File: src/rtl/rps_match.sv
// Rock-paper-scissors match referee: scores move pairs round by round until a player reaches WIN_TARGET or MAX_ROUNDS pass.
// Latency: a pair accepted on edge N is reported (round_done, round_result, scores) in the cycle after edge N.
// Backpressure: move_ready is high only while a match is in play; move_valid at any other time is ignored.
//
// Ports:
//   clk, reset (async, active-low)   - clock and reset
//   start                            - clear scores and begin a new match (wins over a same-cycle move)
//   move_valid, A, B                 - move pair handshake; accepted when move_valid && move_ready
//   move_ready                       - high in PLAY
//   round_done, round_result         - one-cycle pulse with 00 draw / 01 A / 10 B / 11 invalid
//   score_A, score_B, round_count    - per-match counters
//   match_over, match_winner         - high in DONE; winner 01 A, 10 B, 00 undecided
//   error_count                      - invalid-round count, present only with RPS_MATCH_ERROR_COUNT_EN defined
module rps_match #(
    parameter logic [1:0] ROCK        = 2'b00,
    parameter logic [1:0] PAPER       = 2'b01,
    parameter logic [1:0] SCISORS     = 2'b10,
    parameter int         SCORE_WIDTH = 4,
    parameter int         WIN_TARGET  = 3,
    parameter int         MAX_ROUNDS  = 9
) (
    input  logic                   clk,
    input  logic                   reset,
    input  logic                   start,
    input  logic                   move_valid,
    input  logic [1:0]             A,
    input  logic [1:0]             B,
    output logic                   move_ready,
    output logic                   round_done,
    output logic [1:0]             round_result,
    output logic [SCORE_WIDTH-1:0] score_A,
    output logic [SCORE_WIDTH-1:0] score_B,
    output logic [SCORE_WIDTH-1:0] round_count,
    output logic                   match_over,
    output logic [1:0]             match_winner
`ifdef RPS_MATCH_ERROR_COUNT_EN
    ,
    output logic [SCORE_WIDTH-1:0] error_count
`endif
);

    localparam logic [SCORE_WIDTH-1:0] ONE     = SCORE_WIDTH'(1);
    localparam logic [SCORE_WIDTH-1:0] WIN_T   = SCORE_WIDTH'(WIN_TARGET);
    localparam logic [SCORE_WIDTH-1:0] MAX_R   = SCORE_WIDTH'(MAX_ROUNDS);

    localparam logic [1:0] RES_DRAW  = 2'b00;
    localparam logic [1:0] RES_A     = 2'b01;
    localparam logic [1:0] RES_B     = 2'b10;
    localparam logic [1:0] RES_INVAL = 2'b11;

    typedef enum logic [1:0] {IDLE, PLAY, DONE} state_t;

    state_t                  state_q, state_n;
    logic                    done_q, done_n;
    logic [1:0]              result_q, result_n;
    logic [SCORE_WIDTH-1:0]  sa_q, sa_n, sb_q, sb_n, cnt_q, cnt_n;
    logic [1:0]              winner_q, winner_n;

    logic                    accept;
    logic                    a_ok, b_ok;
    logic [1:0]              decision;

    // Round decision for the pair currently on A/B.
    always_comb begin
        a_ok = (A == ROCK) || (A == PAPER) || (A == SCISORS);
        b_ok = (B == ROCK) || (B == PAPER) || (B == SCISORS);
        if (!a_ok || !b_ok)
            decision = RES_INVAL;
        else if (A == B)
            decision = RES_DRAW;
        else if ((A == PAPER && B == ROCK) || (A == ROCK && B == SCISORS) ||
                 (A == SCISORS && B == PAPER))
            decision = RES_A;
        else
            decision = RES_B;
    end

    // start takes priority, so a move presented alongside it is dropped.
    assign accept = (state_q == PLAY) && move_valid && !start;

    always_ff @(posedge clk or negedge reset) begin
        if (!reset) begin
            state_q  <= IDLE;
            done_q   <= 1'b0;
            result_q <= RES_DRAW;
            sa_q     <= '0;
            sb_q     <= '0;
            cnt_q    <= '0;
            winner_q <= 2'b00;
        end else begin
            state_q  <= state_n;
            done_q   <= done_n;
            result_q <= result_n;
            sa_q     <= sa_n;
            sb_q     <= sb_n;
            cnt_q    <= cnt_n;
            winner_q <= winner_n;
        end
    end

    always_comb begin
        state_n  = state_q;
        done_n   = 1'b0;
        result_n = result_q;
        sa_n     = sa_q;
        sb_n     = sb_q;
        cnt_n    = cnt_q;
        winner_n = winner_q;

        if (start) begin
            state_n  = PLAY;
            result_n = RES_DRAW;
            sa_n     = '0;
            sb_n     = '0;
            cnt_n    = '0;
            winner_n = 2'b00;
        end else if (accept) begin
            done_n   = 1'b1;
            result_n = decision;
            cnt_n    = cnt_q + ONE;
            if (decision == RES_A) sa_n = sa_q + ONE;
            if (decision == RES_B) sb_n = sb_q + ONE;
            // Leaving PLAY as soon as a limit is hit is what keeps the counters
            // from ever passing WIN_TARGET / MAX_ROUNDS.
            if (sa_n == WIN_T) begin
                state_n  = DONE;
                winner_n = RES_A;
            end else if (sb_n == WIN_T) begin
                state_n  = DONE;
                winner_n = RES_B;
            end else if (cnt_n == MAX_R) begin
                state_n  = DONE;
                winner_n = 2'b00;
            end
        end
    end

    assign move_ready   = (state_q == PLAY);
    assign match_over   = (state_q == DONE);
    assign round_done   = done_q;
    assign round_result = result_q;
    assign score_A      = sa_q;
    assign score_B      = sb_q;
    assign round_count  = cnt_q;
    assign match_winner = winner_q;

`ifdef RPS_MATCH_ERROR_COUNT_EN
    logic [SCORE_WIDTH-1:0] err_q;

    // Saturating: sticks at all-ones rather than wrapping.
    always_ff @(posedge clk or negedge reset) begin
        if (!reset)
            err_q <= '0;
        else if (start)
            err_q <= '0;
        else if (accept && decision == RES_INVAL && err_q != '1)
            err_q <= err_q + ONE;
    end

    assign error_count = err_q;
`endif

endmodule
File: config.mk
export PLATFORM = sky130hd
export DESIGN_NAME = rps_match
export DESIGN_NICKNAME = d
export VERILOG_FILES = /design/src/rtl/rps_match.sv
export SDC_FILE = /design/constraint.sdc
export NUM_CORES = 1
export LEC_CHECK = 0
export CAP_MARGIN = 30
export CORE_AREA = 2 2 63 65
export DETAILED_ROUTE_END_ITERATION = 7
export DIE_AREA = 0 0 65 67
export PLACE_DENSITY = 0.69
export SKIP_LAST_GASP = 1
export SLEW_MARGIN = 20
export SYNTH_ARGS = -nofsm -noshare
export SYNTH_HDL_FRONTEND = slang
export SYNTH_SLANG_ARGS = --single-unit
File: constraint.sdc
create_clock -name clk -period 1.7 [get_ports clk]
set_input_delay 0.34 -clock clk [delete_from_list [all_inputs] [get_ports clk]]
set_output_delay 0.34 -clock clk [all_outputs]
set_load 0.05 [all_outputs]
==> results of run 1 <==
[worst max-delay path, stage by stage (launching register included)]
cell and delay (ns):
dfrtp_2 0.43, ha_4 0.27, nor4b_4 0.26, nor3_2 0.10, o221ai_4 0.29, nor2_2 0.08
o31a_1 0.28
[sequential cells by signal, summed over array words and instances, names as in the netlist]
name	count
round_count	4
score_A	4
score_B	4
match_winner	2
round_result	2
state_q	2
round_done	1
[per-stage QoR]
stage	util (%)	hold slack (ns)
3_3_place_gp	53.5	0.467
4_1_cts	57.3	0.407
6_report	57.9	0.404
2_1_floorplan	-	0.0444
3_5_place_dp	53.5	0.478
5_1_grt	57.9	0.419
[cells in the mapped netlist (4+ instances only)]
cell / n / share of area (%)
nor2_1: 15 / 4.0
nand3_1: 4 / 1.4
a21oi_1: 9 / 3.2
nand2_1: 13 / 3.5
o221ai_1: 4 / 2.5
nor2b_1: 6 / 2.7
nor3b_1: 4 / 2.1
inv_1: 8 / 2.1
nor3_1: 6 / 2.1
o21ai_0: 5 / 1.8
buf_4: 4 / 2.1
dfrtp_1: 19 / 34
ha_1: 4 / 3.6
xor2_1: 4 / 2.5
xnor2_1: 5 / 3.1
[final timing paths]
check | from | end | slack [ns] | depth (start not counted)
max | score_A[0] | state_q[1] | -0.11 | 6
min | reset | score_B[3] | 0.40 | 2
max reg2reg | score_A[0] | state_q[1] | -0.11 | 6
min reg2reg | round_result[1] | round_result[1] | 0.50 | 2
max in group asynchronous | reset | round_count[1] | 1.07 | 2
min in group clk | round_result[1] | round_result[1] | 0.50 | 2
[cell usage in the layout, fill, tap and decap left out, types with 2 or more instances in the layout]
cell type,count
a21oi_1,9
and2_1,2
buf_12,6
buf_4,39
buf_6,3
clkbuf_8,3
clkdlybuf4s50_1,3
dfrtp_1,13
dfrtp_2,6
dlygate4sd2_1,2
ha_1,3
inv_1,8
mux2_2,2
mux2i_1,2
nand2_1,13
nand2b_1,2
nand3_1,4
nor2_1,14
nor2b_1,5
nor3_1,5
nor3b_1,4
nor4b_4,4
o21a_1,2
o21ai_0,5
o221ai_1,3
or3_1,3
xnor2_1,5
xor2_1,4
[kinds of logic after synthesis]
group | share of synthesized area [%]
adders and majority gates | 3.57
buffers and inverters | 6.61
xor gates and xnor gates | 6.79
AOI/OAI and AO/OA | 19.0
muxes | 3.04
and+or+nand+nor | 27.0
DFF | 34.0
[what timing repair did]
| action | CTS | global route |
|---|---|---|
| buffers inserted | 2 | 0 |
| setup endpoints to repair | 12 | 7 |
| pin swaps | 7 | 1 |
| gates resized for setup | 19 | 5 |
[layout make-up]
| type | count | area [um^2] | share of cell area [%] |
|---|---|---|---|
| well taps | 48 | 60.1 | 2.87 |
| inverters | 8 | 30.0 | 1.44 |
| multi-input cells | 117 | 960 | 45.9 |
| repair buffers | 55 | 510 | 24.4 |
| flip-flops and latches | 19 | 483 | 23.1 |
| clock inverters | 1 | 5.00 | 0.240 |
| clock buffers | 3 | 41.3 | 1.98 |
[routing by layer]
layer / vias up / wire length [um] / global-route usage [%]
met2: 33 / 1790 / 31.2
met3: 7 / 136 / 2.36
met4: 0 / 94 / 7.98
met1: 620 / 1530 / 20.5
met5: - / 0 / 0
li1: 645 / - / -
[report_power, final]
part / switching, W / leakage [nW] / total (W) / internal, W
clock: 0.000158 / 0.0255 / 0.000322 / 0.000164
combinational: 0.000295 / 0.664 / 0.000514 / 0.000219
sequential: 0.0000229 / 0.245 / 0.000502 / 0.000479
total: 0.000476 / 0.935 / 0.00134 / 0.000861
==> summary.md, run 1 <==
| Metric | Value |
|---|---|
| Total gr overflow | 0 |
| CP Capture Type | register |
| DP Worst Slack | -0.599 ns |
| Setup tns final | -0.349 ns |
| Post-Place Cell Area | roughly 0.0019 mm^2 |
| Std cell rows | 22 |
| Number of antenna cells inserted | 0 |
| Tcrit/Tclk final | 107% |
| Hold Crit Class | primary input to async pin |
| Design area | about 0.0021 mm^2 |
| Worst Path Max Fanout | 5 |
| Clk_lat worst skew | approximately 0.27 ns |
| Startpoint types | register |
| Leak Pwr | 0.935 nW |
| Final net count | 216 |
| DRT iter0 DRCs | 35 |
| Clk_skew | ~0.0060 ns |
| Post-synth EDFFs | 0 |
| Setup CP Type | register to register |
| Clock buffer count from CTS | 3 |
| Layout cells sized above 1 | 40.9% |
| Post-synth ARST share | 100% |
| Drt wl/cell | 14.1 um |
| Max Cap Violations | 0 |
| Worst Max-Slew Pin Slew | between 0.3 and 0.4 ns |
| Overall Global Routing Usage | 17.4% |
| Die height | 67 um |
| Clock sink total | 19 |
| Root Driver | clkbuf_8 |
| Drt total wl | 3550 um |
| Violated checks | setup timing |
| Final setup margin | -0.112 ns |
| Vias | 1305 |
| # hold bufs at CTS | 0 |
| H-tree Lvls | 1 |
| Primary FF master, synth | dfrtp_1 |
| CTS tree | built |
| Layout area overhead | 49.2% |
| First-pass GRT wire length | around 6000 um |
| Number of global-route vias before repair | 1335 |
| Final slew viol count | 0 |
| Clock slew at reported path FFs | 0.07 ns |
| Mapped Area | 0.00140 mm^2 |
| Slew headroom | 75.8% |
| Pwr Total | 0.00134 W |
| Post-Syn Instances | 154 |
| DP HPWL | between 2000 and 3000 um |
| Cells after DPL | between 200 and 250 |
| Period minus WS final | 1.81 ns |
| Mean post-synth cell area | 9.09 um^2 |
| Core ar. | 0.00361 mm^2 |
| Routability Congestion | 0.880 |
| Max Fclk | 552 MHz |
| Register bit count reported by yosys | 19 |
| Final antenna-violating net count | 0 |
| Status | complete, but fails checks |
| PortBufs | 26 |
| Total I/O pin count | 27 |
| Vias/cell | 5.20 |
| Pin count of the biggest net entering global routing | 20 |
| RSZ-0062 raised after global routing | true |
| Worst vdd ir | 0.420 mV |
| DRC viols | 0 |
| Die width | 65 um |
| Crit path required time | 1.85 ns |
| Max Root-Sink Buffers | 2 |
| Setup violations, final | 5 |
| Synth cell types | 45 |
| Initial antenna violation count | 0 |
| Number of fill cells in the layout | 321 |
| 1st-pass router iterations | 4 |
| YS warnings | 0 |
| Worst EP arrival | 1.96 ns |
| Final hold viol count | 0 |
| Die ar. | between 0.004 and 0.005 mm^2 |
| PwrDens | around 640 mW/mm^2 |
| Final Non-Filler Cells | between 200 and 300 |
| Post-synthesis sequential area ratio | 34.0% |
| Syn_nets | ~170 |
| Initial Util | 38.8% |
No activity file was read; power rests on OpenSTA's default activity.
==> inputs of run 2 (changes only) <==
--- a/config.mk
+++ b/config.mk
@@ -5,11 +5,11 @@
 export SDC_FILE = /design/constraint.sdc
 export NUM_CORES = 1
 export LEC_CHECK = 0
-export CAP_MARGIN = 30
-export CORE_AREA = 2 2 63 65
+export CAP_MARGIN = 15
+export CORE_AREA = 2 2 58 71
 export DETAILED_ROUTE_END_ITERATION = 7
-export DIE_AREA = 0 0 65 67
-export PLACE_DENSITY = 0.69
+export DIE_AREA = 0 0 60 73
+export PLACE_DENSITY = 0.66
 export SKIP_LAST_GASP = 1
 export SLEW_MARGIN = 20
 export SYNTH_ARGS = -nofsm -noshare
==> constraint.sdc (replaced) <==
create_clock -name clk -period 2.15 [get_ports clk]
set_input_delay 0.43 -clock clk [delete_from_list [all_inputs] [get_ports clk]]
set_output_delay 0.43 -clock clk [all_outputs]
set_load 0.05 [all_outputs]
==> summary.md, run 2 (synthesized netlist as in run 1, its figures left out) <==
| Metric | Value |
|---|---|
| Max Fclk | 485 MHz |
| DRT iter0 DRCs | 42 (was 35) |
| Met3 routed WL | 115 um (was 136 um) |
| Initial Util | 37.0% (was 38.8%) |
| M1 WL | 1530 um (about the same) |
| Die width | 60 um (was 65 um) |
| FF-to-FF Start | score_A[1] (was score_A[0]) |
| Layout cells sized above 1 | 21.1% (was 40.9%) |
| Worst Path Max Fanout | 11 (was 5) |
| Crit path required time | 2.29 ns (was 1.85 ns) |
| DRC viols | 0 (unchanged) |
| RSZ-0062 raised after global routing | false (was true) |
| Status | finished clean (was complete, but fails checks) |
| Final antenna-violating net count | 0 (unchanged) |
| DP Worst Slack | -0.217 ns (was -0.599 ns) |
| CP Cell Sequence | clkdlybuf4s50_1, buf_4, nor4bb_2, nor3_4, mux2i_1, o32ai_2, o31a_1 (was ha_4, nor4b_4, nor3_2, o221ai_4, nor2_2, o31a_1) |
| Hold Crit Class | register to register (was primary input to async pin) |
| Clk_lat worst skew | 0.26 ns (was 0.27 ns) |
| Clock slew at reported path FFs | 0.07 ns (about the same) |
| Pin count of the biggest net entering global routing | 20 (unchanged) |
| Clk_skew | 0.00755 ns (was 0.00604 ns) |
| Crit. Startpoint | A[0] (was score_A[0]) |
| Final net count | 207 (was 216) |
| Tcrit/Tclk final | 95.8% |
| Die height | 73 um (was 67 um) |
| Min-delay src | round_result[0] |
| Drt wl/cell | 14.0 um (was 14.1 um) |
| Final hold viol count | 0 (unchanged) |
| Highest metal used | met4 (unchanged) |
| Period minus WS final | 2.06 ns |
| Vias/cell | 5.05 (was 5.20) |
| Final setup margin | 0.0901 ns (was -0.112 ns) |
| Most frequent cells in the layout | clkdlybuf4s50_1 (23), buf_4 (21), dfrtp_1 (19) (was buf_4 (39), nor2_1 (14), nand2_1 (13), dfrtp_1 (13), a21oi_1 (9)) |
| PortBufs | 26 (unchanged) |
| Commonest non-fill, non-tap cell in the layout | clkdlybuf4s50_1 (was buf_4) |
| Leak Pwr | 0.817 nW (was 0.935 nW) |
| Total I/O pin count | 27 (unchanged) |
| Drt total wl | 3470 um (was 3550 um) |
| CP Capture Type | register (unchanged) |
| Number of global-route vias before repair | 1272 (was 1335) |
| Startpoint types | primary input (was register) |
| Std cell rows | 25 (was 22) |
| CP Buf/Inv Count | 2 (was 0) |
| 1st-pass router iterations | 4 (unchanged) |
| Core ar. | 0.00378 mm^2 (was 0.00361 mm^2) |
| # hold bufs at CTS | 0 (unchanged) |
| Max Cap Violations | 0 (unchanged) |
| Number of antenna cells inserted | 0 (unchanged) |
| Final Non-Filler Cells | 248 (was 251) |
| Vias | 1253 (was 1305) |
| CP peak stage delay | 0.46 ns (was 0.43 ns) |
| Worst vdd ir | 0.392 mV (was 0.420 mV) |
| Clock buffer count from CTS | 3 (unchanged) |
| Max Root-Sink Buffers | 2 (unchanged) |
| DP HPWL | 2660 um (about the same) |
| Slowest cell on the critical path | clkdlybuf4s50_1 (was dfrtp_2) |
| Routability Congestion | 0.788 (was 0.880) |
| Setup violations, final | 0 (was 5) |
| First-pass GRT wire length | 5820 um (was 5870 um) |
| Die ar. | 0.00438 mm^2 (was 0.00436 mm^2) |
| Worst Max-Slew Pin Slew | 0.507 ns (was 0.363 ns) |
| Worst EP arrival | 2.20 ns (was 1.96 ns) |
| Setup CP Type | primary input to register (was register to register) |
| Setup bufs post-CTS | 0 (was 2) |
| Layout area overhead | 33.8% (was 49.2%) |
| Final slew viol count | 0 (unchanged) |
| Initial antenna violation count | 0 (unchanged) |
| Clock sink total | 19 (unchanged) |
| Overall Global Routing Usage | 17.3% (was 17.4%) |
| Root Driver | clkbuf_8 (unchanged) |
| Cells after DPL | 244 (was 245) |
| CTS tree | built (unchanged) |
| PwrDens | 527 mW/mm^2 (was 640 mW/mm^2) |
| H-tree Lvls | 1 (unchanged) |
| CP delay by family, top | buffers and inverters (was compound AO/OA/AOI/OAI gates) |
| Met2 WL | 1800 um (was 1790 um) |
| Slew headroom | 66.1% (was 75.8%) |
| Total gr overflow | 0 (unchanged) |
-- run 2: changes by cell type in the layout (fill, tap and decap cells not counted), sizes merged --
cell / delta
dlygate4sd2: -2
clkbuf: -1
buf: -27
clkdlybuf4s50: +20
dlymetal6s2s: +2
clkdlybuf4s15: -1
-- run 2: cell type report --
type / count / area [um^2]
inverters: 8 / 30.0
clock inverters: 1 / 5.00
fillers: 362 / 1910
clock buffers: 3 / 41.3
flip-flops and latches: 19 / 475
well taps: 54 / 67.6
repair buffers: 46 / 413
multi-input cells: 117 / 841
-- run 2: path summary, 6_finish.rpt --
check	end	slack, ns	depth (start not counted)
min in group asynchronous	round_count[1]	0.51	2
max in group asynchronous	state_q[0]	1.43	2
hold / removal	round_result[0]	0.48	2
hold reg to reg	round_result[0]	0.48	2
setup / recovery	state_q[1]	0.09	7
setup reg to reg	state_q[1]	0.15	6
-- run 2: worst register-to-register path: stages (launching register included) --
cell and delay (ns):
dfrtp_1 0.47, ha_1 0.36, nor4b_1 0.25, nor3_1 0.11, o221ai_2 0.27, nor2_1 0.13
o31a_1 0.29
-- run 2: routing by layer --
metal	global-route usage, %	up-vias
met5	0	-
met4	5.19	0
met3	1.42	2
met2	31.2	31
met1	21.5	598
li1	-	622
-- run 2: report_power, final --
part	switching [W]	total [W]	internal [W]
clock	0.000120	0.000249	0.000129
sequential	0.0000257	0.000403	0.000377
combinational	0.000198	0.000336	0.000138
-- run 2: metrics by stage --
stage / TNS [ns] / util, % / hold WS, ns / instance area, um^2 / power, W
floorplan: 0 / - / 0.134 / 1400 / 0.000623
global placement: -0.603 / 48.0 / 0.463 / 1820 / 0.000735
detailed placement: -1.32 / 48.0 / 0.471 / 1820 / 0.000746
CTS: 0 / 49.2 / 0.487 / 1860 / 0.000998
global route: 0 / 49.5 / 0.515 / 1870 / 0.00105
finish: 0 / 49.5 / 0.479 / 1870 / 0.000988
-- run 2: timing repair --
action	in CTS	in global routing
endpoints found under the hold margin	0	0
endpoints found under the setup margin	0	6
resized for setup	0	3
==> inputs of run 3 (changes only) <==
==> constraint.sdc (replaced) <==
create_clock -name clk -period 2.4 [get_ports clk]
set_input_delay 0.48 -clock clk [delete_from_list [all_inputs] [get_ports clk]]
set_output_delay 0.48 -clock clk [all_outputs]
set_load 0.05 [all_outputs]
==> summary.md, run 3 (synthesized netlist as in run 1, its figures left out) <==
| Metric | Value |
|---|---|
| Status | finished clean (unchanged) |
| Setup tns final | 0 ns (unchanged) |
| Max Cap Violations | 0 (unchanged) |
| Hold Crit Class | register to register (unchanged) |
| PortBufs | 26 (unchanged) |
| Grt peak-use layer | met2 (unchanged) |
| Max Fclk | around 450 MHz |
| Die height | 73 um (unchanged) |
| Layout cells sized above 1 | 16.0% (was 21.1%) |
| Total gr overflow | 0 (unchanged) |
| Total I/O pin count | 27 (unchanged) |
| Drt wl/cell | 13.9 um (was 14.0 um) |
| DRT iter0 DRCs | 33 (was 42) |
| Commonest non-fill, non-tap cell in the layout | clkdlybuf4s50_1 (unchanged) |
| Crit path required time | 2.54 ns (was 2.29 ns) |
| Die ar. | 0.00438 mm^2 (unchanged) |
| Vias | 1253 (unchanged) |
| Number of fill cells in the layout | 371 (was 362) |
| Core ar. | 0.00378 mm^2 (unchanged) |
| GR Util met2 | 29.1% (was 31.2%) |
| Startpoint types | primary input (unchanged) |
| DP HPWL | 2520 um (was 2660 um) |
| Std cell rows | 25 (unchanged) |
| Worst Path Max Fanout | 9 (was 11) |
| Pin count of the biggest net entering global routing | 20 (unchanged) |
| Clock buffer count from CTS | 3 (unchanged) |
| Leak Pwr | 0.754 nW (was 0.817 nW) |
| Slew headroom | 65.7% (was 66.1%) |
| CP Capture Type | register (unchanged) |
| Pwr Total | 0.000879 W (was 0.000988 W) |
| Number of global-route vias before repair | 1332 (was 1272) |
| CP Cell Sequence | clkdlybuf4s50_1, buf_4, xor2_1, a32oi_1, o221a_2, o32ai_2, o21ai_1 (was clkdlybuf4s50_1, buf_4, nor4bb_2, nor3_4, mux2i_1, o32ai_2, o31a_1) |
| P_int | 0.000574 W (was 0.000644 W) |
| Multi-input logic area | 832 um^2 (was 841 um^2) |
| Initial Util | 37.0% (unchanged) |
| Worst vdd ir | 0.355 mV (was 0.392 mV) |
| Clock slew at reported path FFs | 0.07 ns (about the same) |
| Combinational power share | 33.4% (was 34.0%) |
| Clock sink total | 19 (unchanged) |
| Met1 GRT Util | 21.5% (about the same) |
| Routability Congestion | 0.792 (was 0.788) |
| Setup bufs post-CTS | 0 (unchanged) |
| Post-CTS sizing | 0 (unchanged) |
| Most frequent cells in the layout | clkdlybuf4s50_1 (26), dfrtp_1 (19), nor2_1 (15) (was clkdlybuf4s50_1 (23), buf_4 (21), dfrtp_1 (19)) |
| CTS tree | built (unchanged) |
| Initial antenna violation count | 0 (unchanged) |
| First-pass GRT wire length | 5980 um (was 5820 um) |
| RSZ-0062 raised after global routing | false (unchanged) |
| Setup CP Type | primary input to register (unchanged) |
| CP peak stage delay | 0.67 ns (was 0.46 ns) |
| Final hold viol count | 0 (unchanged) |
| GR Util met3 | 2.66% (was 1.42%) |
| Final net count | 200 (was 207) |
| DRC viols | 0 (unchanged) |
| Final slew viol count | 0 (unchanged) |
| Max Root-Sink Buffers | 2 (unchanged) |
| Sequential power share | 40.8% (was 40.7%) |
| Register Area | 475 um^2 (unchanged) |
| Clk_skew | 0.00227 ns (was 0.00755 ns) |
| Worst Max-Slew Pin Slew | 0.514 ns (was 0.507 ns) |
| H-tree Lvls | 1 (unchanged) |
| Die width | 60 um (unchanged) |
| Clock power frac | 25.8% (was 25.2%) |
| Worst EP arrival | 2.34 ns (was 2.20 ns) |
| Overall Global Routing Usage | 17.8% (was 17.3%) |
| # hold bufs at CTS | 0 (unchanged) |
| Total net switching power | 0.000305 W (was 0.000344 W) |
| 1st-pass router iterations | 4 (unchanged) |
| Final core utilization | 48.1% (was 49.5%) |
| Setup violations, final | 0 (unchanged) |
| Layout area overhead | 30.0% (was 33.8%) |
| PwrDens | 483 mW/mm^2 (was 527 mW/mm^2) |
| Number of antenna cells inserted | 0 (unchanged) |
| Root Driver | clkbuf_8 (unchanged) |
| Hold WS | 0.487 ns (was 0.479 ns) |
| Period minus WS final | 2.20 ns |
| Slowest cell on the critical path | clkdlybuf4s50_1 (unchanged) |
| Final antenna-violating net count | 0 (unchanged) |
| Vias/cell | 5.20 (was 5.05) |
| Drt total wl | 3350 um (was 3470 um) |
| Clk_lat worst skew | 0.26 ns (about the same) |
| Sw Share | 34.7% (was 34.8%) |
| Tcrit/Tclk final | 91.8% |
==> run 3: final cells by class <==
cell class / instances / share of cell area, %
multi-input combinational: 117 / 45.7
sequential: 19 / 26.1
timing repair buffer: 39 / 20.3
tap: 54 / 3.71
clock buffer: 4 / 2.47
inverter: 8 / 1.65
==> run 3: path summary, 6_finish.rpt <==
| kind | from | end | slack, ns | depth (start not counted) |
|---|---|---|---|---|
| max in group asynchronous | reset | score_B[0] | 1.65 | 2 |
| min in group asynchronous | reset | round_count[0] | 0.55 | 2 |
| worst min register to register | round_result[1] | round_result[1] | 0.49 | 2 |
| worst min-delay path | round_result[1] | round_result[1] | 0.49 | 2 |
| worst max register to register | score_A[1] | state_q[1] | 0.41 | 6 |
| worst max-delay path | B[0] | match_winner[0] | 0.20 | 7 |
==> run 3: metal layers <==
metal	vias up	part of all wire, %
met5	-	0
met4	0	3.7
met3	10	2.8
met2	26	48
met1	605	45
li1	612	-
==> run 3: critical path, delay by kind of cell <==
kind	cells	cell delay, ns
xor+xnor	1	0.18
buf+inv	2	0.87
compound gates	4	0.81
==> run 3: power by group through the flow <==
stage | Clock, W | Sequential (W) | Combinational, W
6_report | 0.000227 | 0.000359 | 0.000294
5_1_grt | 0.000243 | 0.000362 | 0.000319
4_1_cts | 0.000226 | 0.000359 | 0.000296
3_5_place_dp | 0 | 0.000365 | 0.000294
3_3_place_gp | 0 | 0.000364 | 0.000288
2_1_floorplan | 0 | 0.000418 | 0.000139
==> run 3: stage by stage <==
step | setup WS [ns] | cell area, um^2 | std cells
6_report | 0.197 | 1820 | 241
5_1_grt | 0.0738 | 1820 | 241
4_1_cts | 0.199 | 1820 | 241
3_5_place_dp | -0.0602 | 1780 | 237
3_3_place_gp | 0.0185 | 1780 | 237
2_1_floorplan | 0.209 | 1400 | 154
